--- src/rtl/execute_pipe.sv ---
// Handshaked execute stage: ALU ops with an architectural {CF,ZF,SF,OF} flag register,
// iterative MUL/IMUL when EXECUTE_MUL_EN is defined (otherwise ops 13/14 flag illegal), sticky HALT.
module execute_pipe #(
  parameter int DATA_WIDTH     = 64,
  parameter int MUL_STEP_BITS  = 8,
  parameter int REG_ADDR_WIDTH = 4
) (
  input  logic                      clk,
  input  logic                      reset_n,
  input  logic                      in_valid,
  output logic                      in_ready,
  input  logic [3:0]                in_op,
  input  logic [DATA_WIDTH-1:0]     in_a,
  input  logic [DATA_WIDTH-1:0]     in_b,
  input  logic [REG_ADDR_WIDTH-1:0] in_dest,
  output logic                      out_valid,
  input  logic                      out_ready,
  output logic [DATA_WIDTH-1:0]     out_result,
  output logic [DATA_WIDTH-1:0]     out_result_hi,
  output logic                      out_hi_valid,
  output logic [REG_ADDR_WIDTH-1:0] out_dest,
  output logic                      out_wb_en,
  output logic [3:0]                out_flags,
  output logic                      halted,
  output logic                      illegal,
  output logic [1:0]                dbg_state
);

  localparam int W  = DATA_WIDTH;
  localparam int WP = DATA_WIDTH + 1;
  localparam int W2 = 2 * DATA_WIDTH;

  localparam logic [1:0] ST_IDLE = 2'd0;
  localparam logic [1:0] ST_MUL  = 2'd1;
  localparam logic [1:0] ST_HALT = 2'd2;

  localparam logic [3:0] OP_MOV  = 4'd0;
  localparam logic [3:0] OP_ADD  = 4'd1;
  localparam logic [3:0] OP_ADC  = 4'd2;
  localparam logic [3:0] OP_SUB  = 4'd3;
  localparam logic [3:0] OP_SBB  = 4'd4;
  localparam logic [3:0] OP_CMP  = 4'd5;
  localparam logic [3:0] OP_AND  = 4'd6;
  localparam logic [3:0] OP_OR   = 4'd7;
  localparam logic [3:0] OP_XOR  = 4'd8;
  localparam logic [3:0] OP_NOT  = 4'd9;
  localparam logic [3:0] OP_NEG  = 4'd10;
  localparam logic [3:0] OP_INC  = 4'd11;
  localparam logic [3:0] OP_DEC  = 4'd12;
  localparam logic [3:0] OP_MUL  = 4'd13;
  localparam logic [3:0] OP_IMUL = 4'd14;
  localparam logic [3:0] OP_HALT = 4'd15;

  if ((DATA_WIDTH != 16 && DATA_WIDTH != 32 && DATA_WIDTH != 64) ||
      (DATA_WIDTH % MUL_STEP_BITS) != 0) begin : g_param_err
    $error("execute_pipe: unsupported DATA_WIDTH / MUL_STEP_BITS combination");
  end

  logic [1:0]                state_q, state_d;
  logic                      out_valid_q, out_valid_d;
  logic [W-1:0]              out_result_q, out_result_d;
  logic [W-1:0]              out_hi_q, out_hi_d;
  logic                      out_hi_valid_q, out_hi_valid_d;
  logic [REG_ADDR_WIDTH-1:0] out_dest_q, out_dest_d;
  logic                      out_wb_en_q, out_wb_en_d;
  logic [3:0]                flags_q, flags_d;
  logic                      halted_q, halted_d;
  logic                      illegal_q, illegal_d;

  // Handshake: an op transfers on a rising edge with in_valid && in_ready; a result transfers
  // with out_valid && out_ready. The output register holds one entry and may drain and reload
  // on the same edge, so in_ready looks through a draining result.
  logic out_free;
  logic accept;
  assign out_free = !out_valid_q || out_ready;
  assign in_ready = (state_q == ST_IDLE) && out_free;
  assign accept   = in_valid && in_ready;

  logic [WP-1:0] add_x, sub_x;
  logic [W-1:0]  alu_res;
  logic [3:0]    alu_flags;
  logic          alu_wb, alu_ill, upd, cf, of;

  always_comb begin
    add_x   = {1'b0, in_a} + {1'b0, in_b} + WP'((in_op == OP_ADC) && flags_q[3]);
    sub_x   = {1'b0, in_a} - {1'b0, in_b} - WP'((in_op == OP_SBB) && flags_q[3]);
    alu_res = '0;
    alu_wb  = 1'b1;
    alu_ill = 1'b0;
    upd     = 1'b1;
    cf      = 1'b0;
    of      = 1'b0;
    case (in_op)
      OP_MOV: begin
        alu_res = in_b;
        upd     = 1'b0;
      end
      OP_ADD, OP_ADC: begin
        alu_res = add_x[W-1:0];
        cf      = add_x[W];
        of      = (in_a[W-1] == in_b[W-1]) && (alu_res[W-1] != in_a[W-1]);
      end
      OP_SUB, OP_SBB, OP_CMP: begin
        alu_res = sub_x[W-1:0];
        cf      = sub_x[W];
        of      = (in_a[W-1] != in_b[W-1]) && (alu_res[W-1] != in_a[W-1]);
        alu_wb  = (in_op != OP_CMP);
      end
      OP_AND: alu_res = in_a & in_b;
      OP_OR:  alu_res = in_a | in_b;
      OP_XOR: alu_res = in_a ^ in_b;
      OP_NOT: begin
        alu_res = ~in_a;
        upd     = 1'b0;
      end
      OP_NEG: begin
        alu_res = W'(0) - in_a;
        cf      = |in_a;
        of      = in_a[W-1] && alu_res[W-1];
      end
      OP_INC: begin
        alu_res = in_a + W'(1);
        cf      = flags_q[3];
        of      = !in_a[W-1] && alu_res[W-1];
      end
      OP_DEC: begin
        alu_res = in_a - W'(1);
        cf      = flags_q[3];
        of      = in_a[W-1] && !alu_res[W-1];
      end
      OP_HALT: begin
        alu_wb = 1'b0;
        upd    = 1'b0;
      end
      default: begin
        // MUL/IMUL only reach this path when the multiplier is not built.
        alu_wb  = 1'b0;
        alu_ill = 1'b1;
        upd     = 1'b0;
      end
    endcase
    alu_flags = upd ? {cf, (alu_res == '0), alu_res[W-1], of} : flags_q;
  end

`ifdef EXECUTE_MUL_EN
  localparam int N     = DATA_WIDTH / MUL_STEP_BITS;
  localparam int CNT_W = $clog2(N + 1);

  logic [W2-1:0]             acc_q, acc_d, mcand_q, mcand_d;
  logic [W-1:0]              mplier_q, mplier_d;
  logic [CNT_W-1:0]          cnt_q, cnt_d;
  logic                      neg_q, neg_d, msigned_q, msigned_d;
  logic [REG_ADDR_WIDTH-1:0] mdest_q, mdest_d;
  logic [W2-1:0]             mul_full;
  logic [W-1:0]              mul_lo, mul_hi, a_mag, b_mag;
  logic                      mul_done, mul_start, is_signed, mul_ovf;

  assign is_signed = (in_op == OP_IMUL);
  assign a_mag     = (is_signed && in_a[W-1]) ? (W'(0) - in_a) : in_a;
  assign b_mag     = (is_signed && in_b[W-1]) ? (W'(0) - in_b) : in_b;
  assign mul_start = accept && ((in_op == OP_MUL) || (in_op == OP_IMUL));
  assign mul_done  = (state_q == ST_MUL) && (cnt_q == CNT_W'(N));
  // The multiplier works on magnitudes; the sign is applied once at the end.
  assign mul_full  = neg_q ? (W2'(0) - acc_q) : acc_q;
  assign mul_lo    = mul_full[W-1:0];
  assign mul_hi    = mul_full[W2-1:W];
  assign mul_ovf   = msigned_q ? (mul_hi != {W{mul_lo[W-1]}}) : (mul_hi != '0);
`endif

  always_comb begin
    state_d        = state_q;
    out_valid_d    = out_valid_q && !out_ready;
    out_result_d   = out_result_q;
    out_hi_d       = out_hi_q;
    out_hi_valid_d = out_hi_valid_q;
    out_dest_d     = out_dest_q;
    out_wb_en_d    = out_wb_en_q;
    flags_d        = flags_q;
    halted_d       = halted_q;
    illegal_d      = illegal_q;
`ifdef EXECUTE_MUL_EN
    acc_d     = acc_q;
    mcand_d   = mcand_q;
    mplier_d  = mplier_q;
    cnt_d     = cnt_q;
    neg_d     = neg_q;
    msigned_d = msigned_q;
    mdest_d   = mdest_q;
    if (mul_start) begin
      state_d   = ST_MUL;
      acc_d     = '0;
      mcand_d   = {{W{1'b0}}, a_mag};
      mplier_d  = b_mag;
      cnt_d     = '0;
      neg_d     = is_signed && (in_a[W-1] ^ in_b[W-1]);
      msigned_d = is_signed;
      mdest_d   = in_dest;
    end else if (state_q == ST_MUL) begin
      if (!mul_done) begin
        acc_d    = acc_q + (mcand_q * W2'(mplier_q[MUL_STEP_BITS-1:0]));
        mcand_d  = mcand_q << MUL_STEP_BITS;
        mplier_d = mplier_q >> MUL_STEP_BITS;
        cnt_d    = cnt_q + CNT_W'(1);
      end else if (out_free) begin
        state_d        = ST_IDLE;
        out_valid_d    = 1'b1;
        out_result_d   = mul_lo;
        out_hi_d       = mul_hi;
        out_hi_valid_d = 1'b1;
        out_dest_d     = mdest_q;
        out_wb_en_d    = 1'b1;
        illegal_d      = 1'b0;
        flags_d        = {mul_ovf, (mul_lo == '0), mul_lo[W-1], mul_ovf};
      end
    end else
`endif
    if (accept) begin
      out_valid_d    = 1'b1;
      out_result_d   = alu_res;
      out_hi_d       = '0;
      out_hi_valid_d = 1'b0;
      out_dest_d     = in_dest;
      out_wb_en_d    = alu_wb;
      illegal_d      = alu_ill;
      flags_d        = alu_flags;
      if (in_op == OP_HALT) begin
        state_d  = ST_HALT;
        halted_d = 1'b1;
      end
    end
  end

  always_ff @(posedge clk or negedge reset_n) begin
    if (!reset_n) begin
      state_q        <= ST_IDLE;
      out_valid_q    <= 1'b0;
      out_result_q   <= '0;
      out_hi_q       <= '0;
      out_hi_valid_q <= 1'b0;
      out_dest_q     <= '0;
      out_wb_en_q    <= 1'b0;
      flags_q        <= '0;
      halted_q       <= 1'b0;
      illegal_q      <= 1'b0;
    end else begin
      state_q        <= state_d;
      out_valid_q    <= out_valid_d;
      out_result_q   <= out_result_d;
      out_hi_q       <= out_hi_d;
      out_hi_valid_q <= out_hi_valid_d;
      out_dest_q     <= out_dest_d;
      out_wb_en_q    <= out_wb_en_d;
      flags_q        <= flags_d;
      halted_q       <= halted_d;
      illegal_q      <= illegal_d;
    end
  end

`ifdef EXECUTE_MUL_EN
  always_ff @(posedge clk or negedge reset_n) begin
    if (!reset_n) begin
      acc_q     <= '0;
      mcand_q   <= '0;
      mplier_q  <= '0;
      cnt_q     <= '0;
      neg_q     <= 1'b0;
      msigned_q <= 1'b0;
      mdest_q   <= '0;
    end else begin
      acc_q     <= acc_d;
      mcand_q   <= mcand_d;
      mplier_q  <= mplier_d;
      cnt_q     <= cnt_d;
      neg_q     <= neg_d;
      msigned_q <= msigned_d;
      mdest_q   <= mdest_d;
    end
  end
`endif

  assign out_valid     = out_valid_q;
  assign out_result    = out_result_q;
  assign out_result_hi = out_hi_q;
  assign out_hi_valid  = out_hi_valid_q;
  assign out_dest      = out_dest_q;
  assign out_wb_en     = out_wb_en_q;
  assign out_flags     = flags_q;
  assign halted        = halted_q;
  assign illegal       = illegal_q;
  assign dbg_state     = state_q;

endmodule

--- config.mk ---
export PLATFORM = sky130hd
export DESIGN_NAME = execute_pipe
export DESIGN_NICKNAME = d
export VERILOG_FILES = /design/src/rtl/execute_pipe.sv
export SDC_FILE = /design/constraint.sdc
export NUM_CORES = 1
export LEC_CHECK = 0
export ABC_AREA = 0
export CAP_MARGIN = 30
export CORE_ASPECT_RATIO = 2
export CORE_MARGIN = 5
export CORE_UTILIZATION = 28
export DETAILED_ROUTE_END_ITERATION = 12
export GPL_TIMING_DRIVEN = 1
export PLACE_DENSITY = 0.43
export SYNTH_ARGS = -nofsm -noshare
export SYNTH_HDL_FRONTEND = slang
export SYNTH_SLANG_ARGS = --single-unit
--- constraint.sdc ---
create_clock -name clk -period 10.15 [get_ports clk]
set_input_delay 1.015 -clock clk [delete_from_list [all_inputs] [get_ports clk]]
set_output_delay 1.015 -clock clk [all_outputs]
set_load 0.02 [all_outputs]
==> summary.md, run 1 <==
| Metric | Value |
|---|---|
| #FFs+latches synth | `76` |
| Clock Path Buffers | `2` |
| DRC viols | `0` |
| Worst Path Max Fanout | `10` |
| Tot Pwr | `2.55 mW` |
| Core Rows | `146` |
| Ys Warns | `0` |
| Commonest cells after routing, fill and taps aside | `426 x nand2_1, 268 x a21oi_1, 257 x ha_1` |
| Worst slew pin tran | `1.27 ns` |
| Primary FF master, synth | `dfrtp_1` |
| Die X | `210 um` |
| Final worst slack | `2.95 ns` |
| Detail Route Antenna Nets | `0` |
| Data arrival, critical path | `7.51 ns` |
| Setup TNS | `0 ns` |
| Avg Vias per Cell | `6.49` |
| Final Hold Fails | `0` |
| Clock slew at reported path FFs | `0.06 ns` |
| First-pass GRT wire length | `230 mm` |
| Setup crit end kind | `register` |
| Grt ovf | `0` |
| Final Setup Violations | `0` |
| Period utilization | `70.9%` |
| Vias post-DR | `29238` |
| Maximum VDD drop | `0.0686 mV` |
| Comb pwr share | `72.0%` |
| Vias in the first global route | `29084` |
| Mapped Avg Cell Area | `6.64 um^2` |
| Clk_lat worst skew | `0.39 ns` |
| Final GP Congestion | `1.07` |
| Final-report max-slew violation count | `0` |
| Layout Nets | `3856` |
| WL final | `169 mm` |
| Hold WC Path Type | `register to register` |
| DR pass1 iterations | `9` |
| Outcome | `finished clean` |
| Fmax | `0.139 GHz` |
| Sequential share of power | `14.2%` |
| Post-layout minimum cycle time | `7.20 ns` |
| Switching power | `1.47 mW` |
| Fraction of layout cells with a size suffix above 1 | `5.69%` |
| Sw Share | `57.6%` |
| Setup bufs post-CTS | `0` |
| Post-CTS Hold Fix Bufs | `0` |
| Starting Density | `28.3%` |
| Power density over the cells | `98.4 nW/um^2` |
| Worst Path Required | `10.46 ns` |
| Clock tree from TritonCTS | `done` |
| Cell area after synthesis | `22400 um^2` |
| Root Buffer | `clkbuf_16` |
| Worst setup path class | `input pin to register` |
| Max Cap Viol | `0` |
| Pleak | `10.3 nW` |
| Initial DRC Count | `2746` |
| Post-synth ARST share | `100%` |
| DP HPWL | `135 mm` |
| Startpoint types | `input pin` |
| Height of the die | `410 um` |
| Core ar. | `79300 um^2` |
| Pint | `1.08 mW` |
| CTS buffer count | `9` |
| Area Growth Syn to Fin | `15.3%` |
| CTS resizes | `0` |
| Top cells by area, synth | `ha_1 14%, dfrtp_1 8.5%, nand2_1 7.2%` |
| H-tree depth | `3` |
| Area share of the largest cell type after synthesis | `14.3%` |
| Largest net degree at the start of global routing | `56` |
| Ports | `284` |
| Library cells used by synthesis | `96` |
| WL/cell | `37.5 um` |
| Post-synth EDFFs | `0` |
| CTS Sinks | `76` |
| Clock power share | `13.8%` |
| RSZ-0062 raised after global routing | `false` |
| Yosys top cell by area | `ha_1` |
| Post-Place Worst Slack | `2.91 ns` |
| Antenna violations before repair | `10` |
| Seq/Total Area, Yosys | `8.48%` |
| Commonest non-fill, non-tap cell in the layout | `nand2_1` |
| Clock Skew | `0.0186 ns` |
| Worst rel slew slack | `14.7%` |
| GRT Total Usage | `37.8%` |
| Port bufs | `217` |
| Total die area | `86200 um^2` |
| Synth Instances | `3375` |
## worst max-delay path: stages
cell	delay [ns]
clkdlybuf4s50_1	0.79
inv_1	0.34
ha_1	0.64
ha_1	0.44
a21oi_1	0.23
o21ai_0	0.16
a21oi_1	0.52
nor4_1	0.11
nor4_1	0.45
buf_4	0.24
nand3_1	0.31
a211oi_1	0.88
nand4_1	0.17
nor4_1	0.46
nand4_1	0.32
nor4_2	0.22
a32o_2	0.19
## path summary, 6_finish.rpt
kind / slack [ns] / cells past startpoint / start / endpoint
max in group asynchronous: 8.50 / 2 / reset_n / out_result[6]
hold reg to reg: 0.48 / 2 / out_dest[2] / out_dest[2]
min in group asynchronous: 0.60 / 1 / reset_n / out_result[62]
setup / recovery: 2.95 / 17 / in_a[25] / out_flags[2]
hold / removal: 0.48 / 2 / out_dest[2] / out_dest[2]
setup reg to reg: 3.76 / 18 / out_flags[3] / out_flags[2]
## registers in the layout, indices dropped and copies added, names as in the netlist
name / cells
illegal: 1
out_valid: 1
out_result: 64
out_flags: 4
out_dest: 4
out_wb_en: 1
halted: 1
## power by group through the flow
stage | clock network [mW] | registers, mW | logic, mW
2_1_floorplan | 0 | 0.396 | 0.921
4_1_cts | 0.366 | 0.363 | 1.74
5_1_grt | 0.373 | 0.366 | 1.89
6_report | 0.352 | 0.362 | 1.83
3_5_place_dp | 0 | 0.369 | 1.73
3_3_place_gp | 0 | 0.368 | 1.74
## cells by family after synthesis
logic type / share of synthesized area, %
buffers and inverters: 10.2
DFF: 8.48
muxes: 2.99
AOI/OAI and AO/OA: 30.4
and+or+nand+nor: 28.0
adders and majority gates: 14.7
other: 0.0167
xor gates and xnor gates: 5.20
## layout make-up
cell class,count,area (um^2)
flip-flops and latches,76,1900
fillers,8982,53400
clock inverters,7,73.8
repair buffers,317,2890
multi-input cells,2827,18600
inverters,224,841
diodes,12,30.0
clock buffers,9,225
well taps,1036,1300
## layer usage
metal	GRT usage [%]	vias to the layer above	wire, um
met4	49.1	2	29000
li1	-	12478	-
met1	31.4	14038	48600
met2	65.2	1825	81500
met3	7.84	895	9770
met5	0.0575	-	11
## through the flow
stage / cells / area [um^2] / hold WS (ns) / util, %
global route: 4496 / 25800 / 0.500 / 32.6
CTS: 4487 / 25700 / 0.486 / 32.5
finish: 4508 / 25900 / 0.480 / 32.6
global placement: 4463 / 25400 / 0.462 / 32.0
floorplan: 3440 / 22700 / 0.589 / -
detailed placement: 4471 / 25400 / 0.469 / 32.1
## synth_stat cells (all sizes together), types with 15 or more instances
master / number
or3: 37
nand2b: 20
and2: 19
or2: 20
a221oi: 40
buf: 97
nand3: 104
o21ai: 227
dfrtp: 76
clkbuf: 216
nor3: 89
and3: 25
or4: 31
o211ai: 41
nor2: 241
o21a: 35
o221ai: 22
nor4: 67
xor2: 30
a31oi: 27
nand2: 427
a21oi: 270
inv: 221
o31ai: 24
ha: 257
a211oi: 40
o22ai: 52
and4: 22
xnor2: 103
nand4: 116
a211o: 15
o21bai: 15
a22oi: 38
a21o: 24
mux2i: 59
a2111oi: 17
No activity file was read; power rests on OpenSTA's default activity.
==> run 2: changes to the inputs <==
--- a/config.mk
+++ b/config.mk
@@ -12,7 +12,7 @@
 export CORE_UTILIZATION = 28
 export DETAILED_ROUTE_END_ITERATION = 12
 export GPL_TIMING_DRIVEN = 1
-export PLACE_DENSITY = 0.43
+export PLACE_DENSITY = 0.45
 export SYNTH_ARGS = -nofsm -noshare
 export SYNTH_HDL_FRONTEND = slang
 export SYNTH_SLANG_ARGS = --single-unit
==> constraint.sdc (replaced) <==
create_clock -name clk -period 6.15 [get_ports clk]
set_input_delay 0.615 -clock clk [delete_from_list [all_inputs] [get_ports clk]]
set_output_delay 0.615 -clock clk [all_outputs]
set_load 0.02 [all_outputs]
==> run 2 against run 1 <==
  * The flow now stops in global routing (5_1_grt)
  * Synthesized area stayed put
  * Synthesized cell count stayed put
==> summary.md, run 2 <==
| Metric | Value |
|---|---|
| Post-synth ARST share | `100% (unchanged)` |
| Ys Warns | `0 (unchanged)` |
| GRT Total Usage | `42.2%` |
| Setup bufs post-CTS | `0 (unchanged)` |
| H-tree depth | `3 (unchanged)` |
| #FFs+latches synth | `76 (unchanged)` |
| Clock Path Buffers | `2 (unchanged)` |
| Vias in the first global route | `32339` |
| Count leader, synth | `nand2_1 (unchanged)` |
| Die X | `210 um (unchanged)` |
| Grt ovf | `9` |
| Cell area after synthesis | `22400 um^2 (unchanged)` |
| CTS Sinks | `76 (unchanged)` |
| Commonest cells in the netlist | `427 x nand2_1, 269 x a21oi_1, 257 x ha_1 (unchanged)` |
| DP HPWL | `141 mm (was 135 mm)` |
| CTS resizes | `0 (unchanged)` |
| First-pass GRT wire length | `258 mm` |
| Yosys top cell by area | `ha_1 (unchanged)` |
| Synth Instances | `3375 (unchanged)` |
| Height of the die | `410 um (unchanged)` |
| Final GP Congestion | `1.07 (about the same)` |
| Core Rows | `146 (unchanged)` |
| Seq/Total Area, Yosys | `8.48% (unchanged)` |
| CTS buffer count | `9 (unchanged)` |
| First error in the log | `[ERROR GRT-0116] Global routing finished with congestion. Check the congestion regions in the DRC Viewer.` |
| Primary FF master, synth | `dfrtp_1 (unchanged)` |
| Largest net degree at the start of global routing | `65` |
| Area share of the largest cell type after synthesis | `14.3% (unchanged)` |
| Top cells by area, synth | `ha_1 14%, dfrtp_1 8.5%, nand2_1 7.2% (unchanged)` |
| Stop stage | `global routing (5_1_grt)` |
| Post-CTS Hold Fix Bufs | `0 (unchanged)` |
| Post-synth EDFFs | `0 (unchanged)` |
| Root Buffer | `clkbuf_16 (unchanged)` |
| Library cells used by synthesis | `96 (unchanged)` |
| Starting Density | `28.3% (unchanged)` |
| Outcome | `stopped before the end (was finished clean)` |
| Port bufs | `217 (unchanged)` |
| Mapped Avg Cell Area | `6.64 um^2 (unchanged)` |
| Ports | `284 (unchanged)` |
[run 2: cell counts after synthesis]
No cell type changed its count.
[run 2: layer usage]
layer / GRT overflow / track usage, %
met2: 5 / 67.5
met5: 0 / 2.64
met1: 0 / 37.7
met4: 4 / 50.3
met3: 0 / 14.5
[run 2: cell families after synthesis]
family | after synthesis | synth area share (%)
muxes | 66 | 2.99
xor gates and xnor gates | 133 | 5.20
and+or+nand+nor | 1268 | 28.0
other | 1 | 0.0167
adders and majority gates | 261 | 14.7
DFF | 76 | 8.48
buffers and inverters | 537 | 10.2
AOI/OAI and AO/OA | 1033 | 30.4
[run 2: through the flow]
step	cell area [um^2]	instances	setup slack [ns]	hold slack [ns]	utilization (%)
2_1_floorplan	22700	3440	0.357	0.319	-
3_3_place_gp	27100	4689	-0.340	0.461	34.2
3_5_place_dp	27200	4698	-0.316	0.463	34.3
4_1_cts	27500	4714	0.0205	0.228	34.6
==> run 3: changes to the inputs <==
--- a/config.mk
+++ b/config.mk
@@ -7,12 +7,11 @@
 export LEC_CHECK = 0
 export ABC_AREA = 0
 export CAP_MARGIN = 30
-export CORE_ASPECT_RATIO = 2
 export CORE_MARGIN = 5
-export CORE_UTILIZATION = 28
+export CORE_UTILIZATION = 20
 export DETAILED_ROUTE_END_ITERATION = 12
 export GPL_TIMING_DRIVEN = 1
-export PLACE_DENSITY = 0.45
+export PLACE_DENSITY_LB_ADDON = 0.15
 export SYNTH_ARGS = -nofsm -noshare
 export SYNTH_HDL_FRONTEND = slang
 export SYNTH_SLANG_ARGS = --single-unit
==> constraint.sdc (replaced) <==
create_clock -name clk -period 8 [get_ports clk]
set_input_delay 0.8 -clock clk [delete_from_list [all_inputs] [get_ports clk]]
set_output_delay 0.8 -clock clk [all_outputs]
set_load 0.02 [all_outputs]
==> run 3 against run 2 <==
  * The run now ends clean
==> summary.md, run 3 (synthesis results as in run 1) <==
| Metric | Value |
|---|---|
| Final Setup Violations | `0` |
| Final hold slack | `0.379 ns` |
| Final GP Congestion | `0.967 (was 1.07)` |
| Post-Place Worst Slack | `1.05 ns (was -0.316 ns)` |
| Layout Nets | `3861` |
| Max Cap Viol | `0` |
| Hold WC Path Type | `input pin to async pin` |
| Avg Vias per Cell | `5.60` |
| Ports | `284 (unchanged)` |
| Final core utilization | `23.8%` |
| Vias in the first global route | `25492` |
| Setup crit end kind | `register` |
| Area of the multi-input gates | `18600 um^2` |
| Power density over the cells | `115 nW/um^2` |
| FILL cells | `12602` |
| Sequential share of power | `15.0%` |
| Startpoint types | `input pin` |
| Worst Path Required | `8.30 ns` |
| Starting Density | `20.2% (was 28.3%)` |
| Setup TNS | `0 ns` |
| Clk_lat worst skew | `0.36 ns` |
| CTS buffer count | `9 (unchanged)` |
| Core ar. | `111000 um^2` |
| Worst r2r src | `out_flags[3]` |
| WL final | `145 mm` |
| Largest net degree at the start of global routing | `55` |
| Maximum VDD drop | `0.0790 mV` |
| DP HPWL | `118 mm (was 141 mm)` |
| Period utilization | `84.6%` |
| Grt ovf | `0` |
| Fmax | `0.148 GHz` |
| R2R setup slack | `1.40 ns` |
| Clock Path Buffers | `2 (unchanged)` |
| Comb pwr share | `71.3%` |
| Post-CTS Hold Fix Bufs | `0 (unchanged)` |
| Tot Pwr | `3.03 mW` |
| Clock slew at reported path FFs | `0.07 ns` |
| Total die area | `119000 um^2` |
| Area Growth Syn to Fin | `17.9%` |
| Reg2reg end | `out_flags[2]` |
| Initial DRC Count | `3460` |
| Commonest non-fill, non-tap cell in the layout | `nand2_1` |
| Met2 capacity usage during global routing | `34.1%` |
| Clock tree from TritonCTS | `done` |
| Met1 Use GR | `34.8%` |
| Worst slew pin tran | `1.19 ns` |
| Grt peak-use layer | `met1` |
| Grt met3 use | `4.11%` |
| Final-report max-slew violation count | `0` |
| Clock power share | `13.7%` |
| RSZ-0062 raised after global routing | `false` |
| Sw Share | `55.3%` |
| GRT Total Usage | `23.2%` |
| Reg2reg path depth | `17` |
| WL/cell | `29.3 um` |
| Clock Skew | `0.0126 ns` |
| CTS resizes | `0 (unchanged)` |
| Worst rel slew slack | `20.4%` |
| Commonest cells after routing, fill and taps aside | `426 x nand2_1, 268 x a21oi_1, 257 x ha_1` |
| Outcome | `finished clean (was stopped before the end)` |
| Port bufs | `217 (unchanged)` |
| CTS Sinks | `76 (unchanged)` |
| First-pass GRT wire length | `201 mm` |
| Root Buffer | `clkbuf_16 (unchanged)` |
| H-tree depth | `3 (unchanged)` |
| Pleak | `10.3 nW` |
| Worst Path Max Fanout | `7` |
| Pint | `1.35 mW` |
| DRC viols | `0` |
| DR pass1 iterations | `6` |
| Crit path launch | `in_op[3]` |
| Setup bufs post-CTS | `0 (unchanged)` |
| Switching power | `1.68 mW` |
| Area occupied by registers | `1900 um^2` |
| Worst setup path class | `input pin to register` |
| Final Hold Fails | `0` |
| Fraction of layout cells with a size suffix above 1 | `5.69%` |
| Final worst slack | `1.23 ns` |
| Data arrival, critical path | `7.07 ns` |
| Post-layout minimum cycle time | `6.77 ns` |
| Antenna violations before repair | `5` |
| Vias post-DR | `27764` |
| Core Rows | `122 (was 146)` |
| Die X | `345 um (was 210 um)` |
| Largest register FFs | `64` |
| Detail Route Antenna Nets | `0` |
| Height of the die | `345 um (was 410 um)` |
| Capture point of the worst path | `out_flags[2]` |
[run 3: stage by stage]
step | cell area (um^2) | instances
3_3_place_gp | 26100 | 4932
6_report | 26400 | 4955
3_5_place_dp | 26100 | 4935
2_1_floorplan | 22700 | 3440
5_1_grt | 26400 | 4954
4_1_cts | 26400 | 4951
[run 3: per-layer routing]
metal,up-vias,routed length [um]
met2,1475,59500
met1,13608,68000
met3,169,13600
li1,12512,-
met5,-,0
met4,0,4180
[run 3: worst min-delay path by stage]
| stage | slack, ns | startpoint | endpoint |
|---|---|---|---|
| 6_report | 0.38 | reset_n | out_result[63] |
| 5_1_grt | 0.40 | reset_n | out_result[63] |
| 4_1_cts | 0.38 | reset_n | out_result[63] |
| 3_5_place_dp | 0.47 | out_result[28] | out_result[28] |
| 3_3_place_gp | 0.46 | out_dest[1] | out_dest[1] |
| 2_1_floorplan | 0.50 | reset_n | halted |
[run 3: area by class of cell]
type                    instances  area share (%)
inverters                     224            3.18
flip-flops and latches         76            7.20
multi-input cells            2827            70.3
diodes                          2          0.0189
repair buffers                322            11.2
clock buffers                  11           0.881
well taps                    1488            7.05
clock inverters                 5           0.199
[run 3: power groups by stage]
stage / Sequential [mW] / Combinational [mW] / Clock, mW
detailed placement: 0.465 / 2.09 / 0
CTS: 0.457 / 2.10 / 0.448
floorplan: 0.503 / 1.17 / 0
global placement: 0.463 / 2.11 / 0
finish: 0.454 / 2.16 / 0.416
global route: 0.461 / 2.28 / 0.453
[run 3: critical path, stage by stage]
cell      delay [ns]
buf_2           0.10
inv_1           0.34
nand4_1         0.23
fa_1            0.56
inv_1           0.05
ha_1            0.18
or2_2           0.32
fa_1            0.43
nor3_1          0.32
o211ai_1        0.43
a21boi_1        0.76
nor4_1          0.09
or4_1           0.55
nor4bb_1        0.45
nand4_1         0.29
nor4_1          0.52
nand4_1         0.26
nor4_2          0.19
a32o_2          0.19
